## config.mk

```make
export PLATFORM = sky130hd
export DESIGN_NAME = dc_fill_ctrl
export DESIGN_NICKNAME = d
export VERILOG_FILES = /design/src/rtl/dc_fill_ctrl_pkg.sv /design/src/rtl/dc_fill_ctrl_line_merge.sv /design/src/rtl/dc_fill_ctrl.sv
export SDC_FILE = /design/constraint.sdc
export NUM_CORES = 1
export LEC_CHECK = 0
export ABC_CLOCK_PERIOD_IN_PS = 4100
export BUFFER_PORTS_ARGS = -buffer_cell sky130_fd_sc_hd__buf_2
export CAP_MARGIN = 0
export CORE_MARGIN = 2
export CORE_UTILIZATION = 30
export DETAILED_ROUTE_END_ITERATION = 6
export GPL_ROUTABILITY_DRIVEN = 0
export GPL_TIMING_DRIVEN = 1
export PLACE_DENSITY = 0.48
export SYNTH_ARGS = -nofsm -noshare
export SYNTH_HDL_FRONTEND = slang
export SYNTH_SLANG_ARGS = --single-unit
```

## constraint.sdc

```tcl
create_clock -name clk -period 4.1 [get_ports clk]
set_input_delay 1.025 -clock clk [delete_from_list [all_inputs] [get_ports clk]]
set_output_delay 1.025 -clock clk [all_outputs]
set_load 0.02 [all_outputs]
```

## src/rtl/dc_fill_ctrl_pkg.sv

```systemverilog
// dc_fill_ctrl_pkg: shared widths and FSM encoding for the D-cache fill controller.
package dc_fill_ctrl_pkg;
    localparam int LINE_W = 128;
    localparam int BEAT_W = 32;
    localparam int NBEATS = LINE_W / BEAT_W;
    localparam int IDX_W  = 5;
    localparam int TAG_W  = 23;
    localparam int NBYTES = LINE_W / 8;
    localparam int CNT_W  = $clog2(NBEATS);
    localparam int ADDR_W = TAG_W + IDX_W;

    typedef enum logic [1:0] {
        ST_IDLE  = 2'd0,
        ST_REQ   = 2'd1,
        ST_BEAT  = 2'd2,
        ST_WRITE = 2'd3
    } state_e;
endpackage

```

## src/rtl/dc_fill_ctrl_line_merge.sv

```systemverilog
// dc_line_merge: per-byte select of pending store bytes over the fetched fill line.
module dc_line_merge
    import dc_fill_ctrl_pkg::*;
(
    input  logic [LINE_W-1:0] fill_line,
    input  logic [NBYTES-1:0] st_mask,
    input  logic [LINE_W-1:0] st_data,
    output logic [LINE_W-1:0] line
);
    genvar b;
    generate
        for (b = 0; b < NBYTES; b++) begin : g_byte
            assign line[8*b +: 8] = st_mask[b] ? st_data[8*b +: 8] : fill_line[8*b +: 8];
        end
    endgenerate
endmodule

```

## src/rtl/dc_fill_ctrl.sv

```systemverilog
// dc_fill_ctrl: fetches a missed line in 4 beats, merges pending store bytes and writes it
// to the data store in one cycle; store hits share the write port outside the WRITE cycle.
module dc_fill_ctrl
    import dc_fill_ctrl_pkg::*;
(
    input  logic              clk,
    input  logic              rst_n,
    input  logic              miss_req,
    input  logic [IDX_W-1:0]  miss_idx,
    input  logic [TAG_W-1:0]  miss_tag,
    input  logic              miss_st,
    input  logic [NBYTES-1:0] miss_st_mask,
    input  logic [LINE_W-1:0] miss_st_data,
    output logic              miss_ack,
    input  logic              st_hit_req,
    input  logic [IDX_W-1:0]  st_hit_idx,
    input  logic [NBYTES-1:0] st_hit_mask,
    input  logic [LINE_W-1:0] st_hit_data,
    output logic              st_hit_ack,
    output logic              mem_req,
    output logic [ADDR_W-1:0] mem_addr,
    input  logic              mem_gnt,
    input  logic              mem_rvalid,
    input  logic [BEAT_W-1:0] mem_rdata,
    output logic [IDX_W-1:0]  index,
    output logic [NBYTES-1:0] dc_wr_mask,
    output logic [LINE_W-1:0] dc_write_data,
    output logic              fill_busy,
    output logic              fill_done
);
    state_e                         state_q, state_d;
    logic [CNT_W-1:0]               cnt_q, cnt_d;
    logic [IDX_W-1:0]               idx_q, idx_d;
    logic [NBYTES-1:0]              st_mask_q, st_mask_d;
    logic [LINE_W-1:0]              st_data_q, st_data_d;
    logic [NBEATS-1:0][BEAT_W-1:0]  fill_q, fill_d;
    logic [ADDR_W-1:0]              mem_addr_q, mem_addr_d;
    logic                           mem_req_q, mem_req_d;
    logic                           miss_ack_q, miss_ack_d;
    logic                           st_hit_ack_q, st_hit_ack_d;
    logic [IDX_W-1:0]               index_q, index_d;
    logic [NBYTES-1:0]              wr_mask_q, wr_mask_d;
    logic [LINE_W-1:0]              wr_data_q, wr_data_d;
    logic                           fill_busy_q, fill_busy_d;
    logic                           fill_done_q, fill_done_d;
    logic [LINE_W-1:0]              merged;

    dc_line_merge u_merge (
        .fill_line (fill_q),
        .st_mask   (st_mask_q),
        .st_data   (st_data_q),
        .line      (merged)
    );

    always_comb begin
        state_d      = state_q;
        cnt_d        = cnt_q;
        idx_d        = idx_q;
        st_mask_d    = st_mask_q;
        st_data_d    = st_data_q;
        fill_d       = fill_q;
        mem_addr_d   = mem_addr_q;
        miss_ack_d   = 1'b0;
        st_hit_ack_d = 1'b0;
        index_d      = index_q;
        wr_mask_d    = '1;
        wr_data_d    = wr_data_q;
        fill_done_d  = 1'b0;
        // The write port belongs to the fill only in WRITE; elsewhere a store hit takes it.
        if (st_hit_req && state_q != ST_WRITE) begin
            st_hit_ack_d = 1'b1;
            index_d      = st_hit_idx;
            wr_mask_d    = ~st_hit_mask;
            wr_data_d    = st_hit_data;
        end
        unique case (state_q)
            ST_IDLE: if (miss_req && !st_hit_req) begin
                idx_d      = miss_idx;
                st_mask_d  = miss_st ? miss_st_mask : '0;
                st_data_d  = miss_st_data;
                mem_addr_d = {miss_tag, miss_idx};
                miss_ack_d = 1'b1;
                cnt_d      = '0;
                state_d    = ST_REQ;
            end
            ST_REQ: if (mem_gnt) state_d = ST_BEAT;
            ST_BEAT: if (mem_rvalid) begin
                fill_d[cnt_q] = mem_rdata;
                cnt_d         = cnt_q + 1'b1;
                if (cnt_q == CNT_W'(NBEATS - 1)) state_d = ST_WRITE;
            end
            ST_WRITE: begin
                index_d     = idx_q;
                wr_mask_d   = '0;
                wr_data_d   = merged;
                fill_done_d = 1'b1;
                state_d     = ST_IDLE;
            end
            default: state_d = ST_IDLE;
        endcase
        mem_req_d   = state_d == ST_REQ;
        fill_busy_d = state_d != ST_IDLE;
    end

    always_ff @(posedge clk or negedge rst_n) begin
        if (!rst_n) begin
            state_q      <= ST_IDLE;
            cnt_q        <= '0;
            idx_q        <= '0;
            st_mask_q    <= '0;
            st_data_q    <= '0;
            fill_q       <= '0;
            mem_addr_q   <= '0;
            mem_req_q    <= 1'b0;
            miss_ack_q   <= 1'b0;
            st_hit_ack_q <= 1'b0;
            index_q      <= '0;
            wr_mask_q    <= '1;
            wr_data_q    <= '0;
            fill_busy_q  <= 1'b0;
            fill_done_q  <= 1'b0;
        end else begin
            state_q      <= state_d;
            cnt_q        <= cnt_d;
            idx_q        <= idx_d;
            st_mask_q    <= st_mask_d;
            st_data_q    <= st_data_d;
            fill_q       <= fill_d;
            mem_addr_q   <= mem_addr_d;
            mem_req_q    <= mem_req_d;
            miss_ack_q   <= miss_ack_d;
            st_hit_ack_q <= st_hit_ack_d;
            index_q      <= index_d;
            wr_mask_q    <= wr_mask_d;
            wr_data_q    <= wr_data_d;
            fill_busy_q  <= fill_busy_d;
            fill_done_q  <= fill_done_d;
        end
    end

    assign miss_ack      = miss_ack_q;
    assign st_hit_ack    = st_hit_ack_q;
    assign mem_req       = mem_req_q;
    assign mem_addr      = mem_addr_q;
    assign index         = index_q;
    assign dc_wr_mask    = wr_mask_q;
    assign dc_write_data = wr_data_q;
    assign fill_busy     = fill_busy_q;
    assign fill_done     = fill_done_q;
endmodule
```

# Word-level counts from Yosys, hierarchy flattened

Index checks and enable logic that the tools add are counted.

Bits in registers: 463
Input port bits: 360
Word-level logic and storage cells: 79

Add/subtract/negate cells: 1
Order comparisons: 2
Equality and inequality tests: 8
Multiplexer cells: 38
Bitwise logic cells: 1
Reductions and logical operators: 11

Operators by type and width:

| kind                                                                  | number |
|---|---|
| 128-bit two-way mux                                                   | 2 |
| 128-bit bitwise mux                                                   | 1 |
| 8-bit two-way mux                                                     | 16 |
| 32-bit demux with 2-bit select                                        | 1 |
| 16-bit two-way mux                                                    | 3 |
| 32-bit two-way mux                                                    | 1 |
| 16-bit NOT                                                            | 1 |
| 2-bit two-way mux                                                     | 6 |
| 5-bit two-way mux                                                     | 2 |
| 2-bit case mux with 4 select lines                                    | 1 |
| 2-bit equality test, second input constant                            | 3 |
| 2-bit inequality test, second input constant                          | 3 |
| 2-bit nonzero test                                                    | 3 |
| 2-bit by 1-bit equality test with 1-bit output, second input constant | 2 |
| 1-bit two-way mux                                                     | 4 |
| 2-bit case mux with 2 select lines                                    | 1 |
| 2-bit AND reduction                                                   | 2 |
| 1-bit logical AND                                                     | 3 |
| 2-bit by 3-bit < comparator with 1-bit output, second input constant  | 1 |
| 3-bit AND reduction                                                   | 1 |
| 2-bit by 1-bit adder with 2-bit output, second input constant         | 1 |
| 2-bit by 1-bit >= comparator with 1-bit output, second input constant | 1 |
| 2-bit zero test                                                       | 1 |
| 1-bit zero test                                                       | 1 |

# Longest topological paths before layout

Gate-level depths: netlist of run 1.

Depth in word-level cells: 5
Depth in mapped cells: 7
Mapped depth without buffers: 4

# By module

From an unflattened synthesis of run 1, not the netlist that was laid out.

Cells, all modules: 1793
Area, all modules: 19781.5 um^2

Modules (own cells, without submodules):

| module        | instances | cells each | area each (um^2) | sequential area each (um^2) |
|---|---|---|---|---|
| dc_fill_ctrl  | 1         | 1649       | 18159.9          | 11481.0 |
| dc_line_merge | 1         | 144        | 1621.6           | 0.0 |

# Worst setup path before layout of run 1

OpenSTA, ideal clock, no wires.

Kind: in2reg
Start: input st_hit_req
End: register st_data_q[41]
Arrival time: 2.177 ns
Data required time: 3.984 ns
Path slack: 1.807 ns
Stages on the path: 6
Cells stage by stage: clkbuf_1 or4b_4 clkbuf_1 buf_2 nand2_1 nand2_1

Longest elaborated chain between the ends: 3

Ends and longest elaborated chain:

| item                          | RTL line            | RTL |
|---|---|---|
| start, declared               | dc_fill_ctrl.sv:15  | `input logic st_hit_req,` |
| 1-bit zero test               | dc_fill_ctrl.sv:77  | `ST_IDLE: if (miss_req && !st_hit_req) begin` |
| 1-bit logical AND             | dc_fill_ctrl.sv:77  |  |
| 2-bit AND reduction (no line) | n/a                 |  |
| end signal, assigned          | dc_fill_ctrl.sv:127 | `st_data_q <= st_data_d;` |
| end, declared                 | dc_fill_ctrl.sv:35  | `logic [LINE_W-1:0] st_data_q, st_data_d;` |

No other way between the ends.
A chain may end at the register's enable or synchronous reset.

# Worst setup path in the final report of run 1

Start: input st_hit_req
End: register cnt_q[0]

Longest elaborated chain between the ends: 4

Ends and longest elaborated chain:

| item                            | RTL line            | RTL |
|---|---|---|
| 1-bit zero test                 | dc_fill_ctrl.sv:77  |  |
| 1-bit logical AND               | dc_fill_ctrl.sv:77  |  |
| 2-bit inequality test (no line) | n/a                 |  |
| 3-bit AND reduction (no line)   | n/a                 |  |
| end signal, assigned            | dc_fill_ctrl.sv:124 | `cnt_q <= cnt_d;` |
| end, declared                   | dc_fill_ctrl.sv:32  | `logic [CNT_W-1:0] cnt_q, cnt_d;` |

No other way between the ends.

==> flow_summary_export.csv, run 1 <==
group,metric,value,unit
pwr,switching_share,34.9,%
setup_path,worstReg2RegStart,"state_q[1]",
yosys,synth-seq-cells,458,
sta,worst_clock_skew,0.0119,ns
pwr,power.share.clock,27.5,%
finish,drive_above_1_share,34.3,%
clock_tree,clockBufferDepth,3,
sta,finalSetupTns,0,ns
setup_path,cp-start-kind,"input port",
detailed_routing,wl_per_cell,20.2,um
detailed_routing,first_pass_iters,5,
sta,tightest_slew,1.02,ns
floorplanning,start_util,30.3,%
grt,grt_pass1_wl,96400,um
clock_tree,cts_hold_buf,0,
setup_path,cp.required,4.59,ns
finish,syn_to_final_growth,27.6,%
setup_path,cp_slowest_cell,"or4b_4",
clock_tree,postCtsSetupBuffers,0,
yosys,async_flop_share,100,%
detailed_routing,drt-vias-per-instance,4.70,
grt,first_global_vias,15500,
yosys,yosysWarnings,0,
pwr,switchingPower,6.42,mW
clock_tree,cts.sinks,458,
finish,multi_input_area,7440,um^2
detailed_routing,routed_wirelength,64300,um
setup_path,path_max_fanout,55,
clock_tree,clk_pin_slew,0.06,ns
outcome,status,"finished, final reports clean",
clock_tree,cts_buffers,52,
yosys,syn_inst,1792,
sta,fin_crit_sh,63.8,%
yosys,synth-main-ff-cell,"dfrtp_1",
setup_path,crit_buf_inv,3,
setup_path,cp.arrival,3.10,ns
pwr,intPower,12.0,mW
pwr,irDropWorstVdd,0.296,mV
clock_tree,post_cts_resized,0,
sta,period_minus_slack,2.62,ns
grt,grt_max_degree,92,
job,drv_cap,0,
clock_tree,cts_htree_levels,2,
detailed_routing,dr.first_iter.drc_count,795,
detailed_routing,ant_nets,0,
pwr,seqPwrFrac,43.3,%
pwr,combPwrFrac,29.2,%
detailed_routing,num_vias,15000,
floorplanning,io_pins,542,
setup_path,reg2reg_depth,5,
sta,hold_viol_final,0,
yosys,yosysMostFrequentCell,"nand2_1",
pwr,power,18.4,mW
yosys,yosysTopAreaCell,"dfrtp_1",
hold_path,hold_path_class,"in2async",
setup_path,reg2reg_to,"cnt_q[0]",
detailed_routing,drc,0,
yosys,synth_top_area_share,56.8,%
floorplanning,num_rows,93,
floorplanning,dieWidth,259,um
sta,slew_headroom,31.5,%
floorplanning,dieArea,67000,um^2
placed_design,dp_hpwl,45600,um
floorplanning,die_h,259,um
floorplanning,fp.coreArea,64300,um^2
finish,fin_util,38.6,%
grt,gr-total-overflow,0,
setup_path,worstSetupPathType,"in2reg",
sta,slew_violations,0,
clock_tree,cts_root_buf,"clkbuf_16",
grt,antenna_found_initial,16,
pwr,p_leak,12.4,nW
yosys,synth_edf_count,0,
yosys,yosysSeqAreaShare,58.9,%
placed_design,port_buffers,541,
yosys,syn_area,19500,um^2
sta,final-setup-viol-count,0,
pwr,p_per_area,739,nW/um^2
yosys,avgSynthCellArea,10.9,um^2
finish,fin_nets,2651,
clock_tree,clock_latency,0.60,ns
clock_tree,cts_tree,"built",
yosys,synth_common_cells,"512 x nand2_1, 442 x dfrtp_1, 145 x a21oi_1",
yosys,yosys-top-cells-area,"dfrtp_1 57%, nand2_1 9.9%, mux2_2 7.4%, mux2i_1 6.9%, a211oi_1 4.9%",
setup_path,worstPathCellList,"buf_8 > or4b_4 > inv_6 > buf_12 > nor3_1 > a21o_1",
sta,timing.fmax,0.382,GHz
sta,rsz0062_at_grt,"no",
grt,grt_usage,18.9,%
setup_path,critPathMaxStageDelay,0.83,ns
finish,fill_cells,6475,
yosys,synth_nets,2156,
setup_path,crit_family,"buffers and inverters",
finish,final-seq-area,11500,um^2
setup_path,reg2reg_setup_slack,1.64,ns
yosys,synth_cell_types,26,
setup_path,crit_path_end_kind,"register",
[how the worst max path moves through the flow]
stage	startpoint	end	slack, ns	depth (start not counted)
after detailed placement	st_hit_req	cnt_q[0]	0.83	6
final	st_hit_req	cnt_q[0]	1.48	6
after CTS	st_hit_req	cnt_q[0]	1.47	6
after floorplan	st_hit_req	st_data_q[41]	1.81	6
after global placement	st_hit_req	cnt_q[0]	0.85	6
after global routing	st_hit_req	st_mask_q[0]	1.37	6
[area by class of cell]
cell class | instances | area share [%]
clock inverters | 16 | 1.21
multi-input cells | 1211 | 29.9
flip-flops and latches | 458 | 46.2
repair buffers | 559 | 12.0
well taps | 855 | 4.30
clock buffers | 72 | 6.26
inverters | 5 | 0.0956
diodes | 8 | 0.0805
[kinds of logic (layout without fill, tap and decap cells)]
kind of cell,count (synthesis),in the layout,synth area share (%)
other,0,8,0
muxes,262,262,14.3
AOI/OAI and AO/OA,282,282,8.91
DFF,458,458,58.9
buffers and inverters,123,652,3.00
and+or+nand+nor,663,663,14.6
adders and majority gates,4,4,0.257
[metal layers]
layer	wire length [um]	track usage, %	share of wire, %	up-vias
li1	-	-	-	7076
met5	69	0	0.11	-
met1	27200	24.2	42	7365
met4	1770	5.84	2.8	12
met2	32100	32.0	50	378
met3	3210	3.89	5.0	123
[per-stage QoR]
step | hold WS, ns | setup WS [ns] | std cells | instance area, um^2
global route | 0.417 | 1.37 | 3184 | 24900
floorplan | 0.446 | 1.81 | 1792 | 19500
finish | 0.391 | 1.48 | 3184 | 24900
CTS | 0.397 | 1.47 | 3176 | 24800
detailed placement | 0.457 | 0.827 | 3088 | 23000
global placement | 0.454 | 0.850 | 3088 | 23000
[power groups by stage]
stage	clock, mW	sequential, mW	combinational [mW]
finish	5.05	7.96	5.36
global route	5.37	8.26	5.95
CTS	5.20	7.98	5.47
detailed placement	0	8.04	5.45
global placement	0	8.00	5.36
floorplan	0	8.43	2.93
[state kept, by name (all words and copies together), names as in the netlist]
register and flops:
cnt_q 2, dc_wr_mask 16, dc_write_data 128, fill_busy 1
fill_done 1, fill_q 128, idx_q 4, index 5
mem_addr 24, mem_req 1, miss_ack 1, st_data_q 128
st_hit_ack 1, st_mask_q 16, state_q 2
[cells in the final DEF (no fill, tap or decap), drive strengths merged, types with 2 or more instances in the layout]
master      n
buf       559
nand2     512
dfrtp     442
a21oi     145
mux2i     134
nor2b     128
a211oi    128
mux2      128
clkbuf     72
nand3      16
dfstp      16
diode       8
bufinv      8
o21ai       7
clkinv      6
inv         5
ha          4
nor2        2
clkinvlp    2
[worst register-to-register path, stage by stage (launching register included)]
cell and delay, ns:
dfrtp_1 0.48, or4b_4 0.81, inv_6 0.47, buf_12 0.35, nor3_1 0.08, a21o_1 0.16
(Power assumes the default switching activity.)
==> run 2, diff against run 1 <==
- ABC_CLOCK_PERIOD_IN_PS: 4100 -> 2400
- PLACE_DENSITY: 0.48 -> 0.5
- clock period: 4.1 -> 2.4 ns (I/O delays scaled with it)
==> run 2 against run 1 <==
  * Power increased by 70%
  * Worst hold slack got worse by 0.26 ns
  * Cell area grew 1.0%
  * Via count up 1.1%
  * Register-to-register slack worse by 1.2 ns
  * Clock skew rose by 0.0016 ns
  * Sequential share of layout area down 0.46 points
  * Die area is the same
  * Sequential power rose by 71%
  * Critical path depth down 1
  * Routed wire length shrank 1.3%
==> flow_summary_export.csv, run 2 (synthesis results as in run 1) <==
group,metric,value,unit
grt,grt_pass1_wl,96200,um
sta,timing.fmax,0.510,GHz
finish,layout_common_cells,"539 x buf_2, 507 x nand2_1, 442 x dfrtp_1",
detailed_routing,routed_wirelength,63500,um
clock_tree,clock_latency,0.59,ns
finish,final_cells,3214,
clock_tree,cts_buffers,54,
sta,setup_ws,0.440,ns
floorplanning,io_pins,542,
clock_tree,cts_htree_levels,2,
clock_tree,post_cts_resized,0,
pwr,switching_share,35.5,%
setup_path,reg2reg_setup_slack,0.44,ns
sta,holdWs,0.133,ns
finish,final_cell_area,25100,um^2
sta,worst_clock_skew,0.0136,ns
placed_design,dp_hpwl,45700,um
grt,antenna_found_initial,17,
grt,gr-total-overflow,0,
hold_path,hold_path_class,"in2reg",
clock_tree,clk_pin_slew,0.06,ns
pwr,irDropWorstVdd,0.585,mV
pwr,power.share.clock,26.6,%
sta,fin_crit_sh,81.7,%
detailed_routing,first_pass_iters,4,
pwr,power,31.2,mW
finish,syn_to_final_growth,28.9,%
finish,fin_util,39.0,%
grt,grt_usage,18.7,%
setup_path,crit_path_end_kind,"register",
placed_design,place_inst,3109,
sta,hold_viol_final,0,
clock_tree,clockBufferDepth,3,
pwr,combPwrFrac,29.8,%
finish,final_common_cell,"buf_2",
detailed_routing,ant_nets,0,
setup_path,reg2reg_to,"st_mask_q[2]",
clock_tree,cts_tree,"built",
floorplanning,fp.coreArea,64300,um^2
setup_path,worstReg2RegStart,"state_q[1]",
sta,slew_headroom,42.7,%
sta,final-setup-viol-count,0,
placed_design,dpl_cell_area,23300,um^2
pwr,p_leak,12.5,nW
grt,grt_max_degree,174,
setup_path,cp-endpoint,"st_mask_q[2]",
floorplanning,dieArea,67000,um^2
job,drv_cap,0,
sta,tightest_slew,0.859,ns
grt,first_global_vias,16000,
floorplanning,num_rows,93,
sta,slew_violations,0,
clock_tree,cts_root_buf,"clkbuf_16",
finish,drive_above_1_share,34.8,%
placed_design,dp_slack,0.200,ns
detailed_routing,dr.first_iter.drc_count,663,
setup_path,worstSetupPathType,"reg2reg",
detailed_routing,num_vias,15100,
pwr,intPower,20.1,mW
outcome,status,"finished, final reports clean",
pwr,p_per_area,1240,nW/um^2
finish,fin_nets,2675,
floorplanning,start_util,30.3,%
setup_path,reg2reg_depth,5,
detailed_routing,drt-vias-per-instance,4.70,
setup_path,path_max_fanout,36,
sta,rsz0062_at_grt,"no",
detailed_routing,wl_per_cell,19.8,um
sta,finalSetupTns,0,ns
pwr,seqPwrFrac,43.6,%
clock_tree,cts.sinks,458,
setup_path,cp.arrival,2.48,ns
detailed_routing,drc,0,
floorplanning,die_h,259,um
setup_path,critPathLaunch,"state_q[1]",
setup_path,cp.required,2.92,ns
placed_design,port_buffers,541,
setup_path,cp-start-kind,"register",
floorplanning,dieWidth,259,um
sta,period_minus_slack,1.96,ns
pwr,switchingPower,11.1,mW
==> run 2: final cells by class <==
cell class	instances	area [um^2]
Clock inverter	21	210
Inverter	5	23.8
Tap cell	855	1070
Clock buffer	74	1580
Timing Repair Buffer	581	3290
Multi-Input combinational cell	1211	7440
Sequential cell	458	11500
Antenna cell	9	22.5
Fill cell	6382	39200
==> run 2: power groups by stage <==
| stage | logic, mW | registers [mW] | clock network (mW) |
|---|---|---|---|
| 3_5_place_dp | 9.47 | 13.7 | 0 |
| 6_report | 9.30 | 13.6 | 8.30 |
| 4_1_cts | 9.49 | 13.6 | 8.59 |
| 2_1_floorplan | 5.00 | 14.4 | 0 |
| 5_1_grt | 10.3 | 14.1 | 8.89 |
| 3_3_place_gp | 9.30 | 13.6 | 0 |
==> run 2: critical path: stages, from the launching register on <==
cell     delay, ns
dfrtp_1       0.50
or4b_4        0.62
inv_6         0.29
buf_12        0.24
nand3_1       0.10
nand2_1       0.11
==> run 2: worst min-delay path by stage <==
stage               slack, ns           start  cells past startpoint       endpoint
floorplan                0.30           rst_n                      0       cnt_q[0]
global placement         0.46    mem_addr[16]                      2   mem_addr[16]
detailed placement       0.46     mem_addr[8]                      2    mem_addr[8]
CTS                      0.08  st_hit_mask[9]                      2  dc_wr_mask[9]
global route             0.11  st_hit_mask[0]                      2  dc_wr_mask[0]
finish                   0.13  st_hit_mask[9]                      2  dc_wr_mask[9]
==> run 2: routing by layer <==
metal | wire, um | vias to the layer above | global-route usage (%)
met1 | 26500 | 7464 | 23.7
met2 | 32400 | 397 | 32.4
met4 | 1610 | 10 | 6.36
li1 | - | 7129 | -
met3 | 2860 | 113 | 2.96
met5 | 64 | - | 0
==> run 2: timing repair <==
| action | CTS | global route |
|---|---|---|
| hold buffers | 1 | 0 |
| endpoints found under the hold margin | 34 | 0 |
| buffers inserted | 0 | 0 |
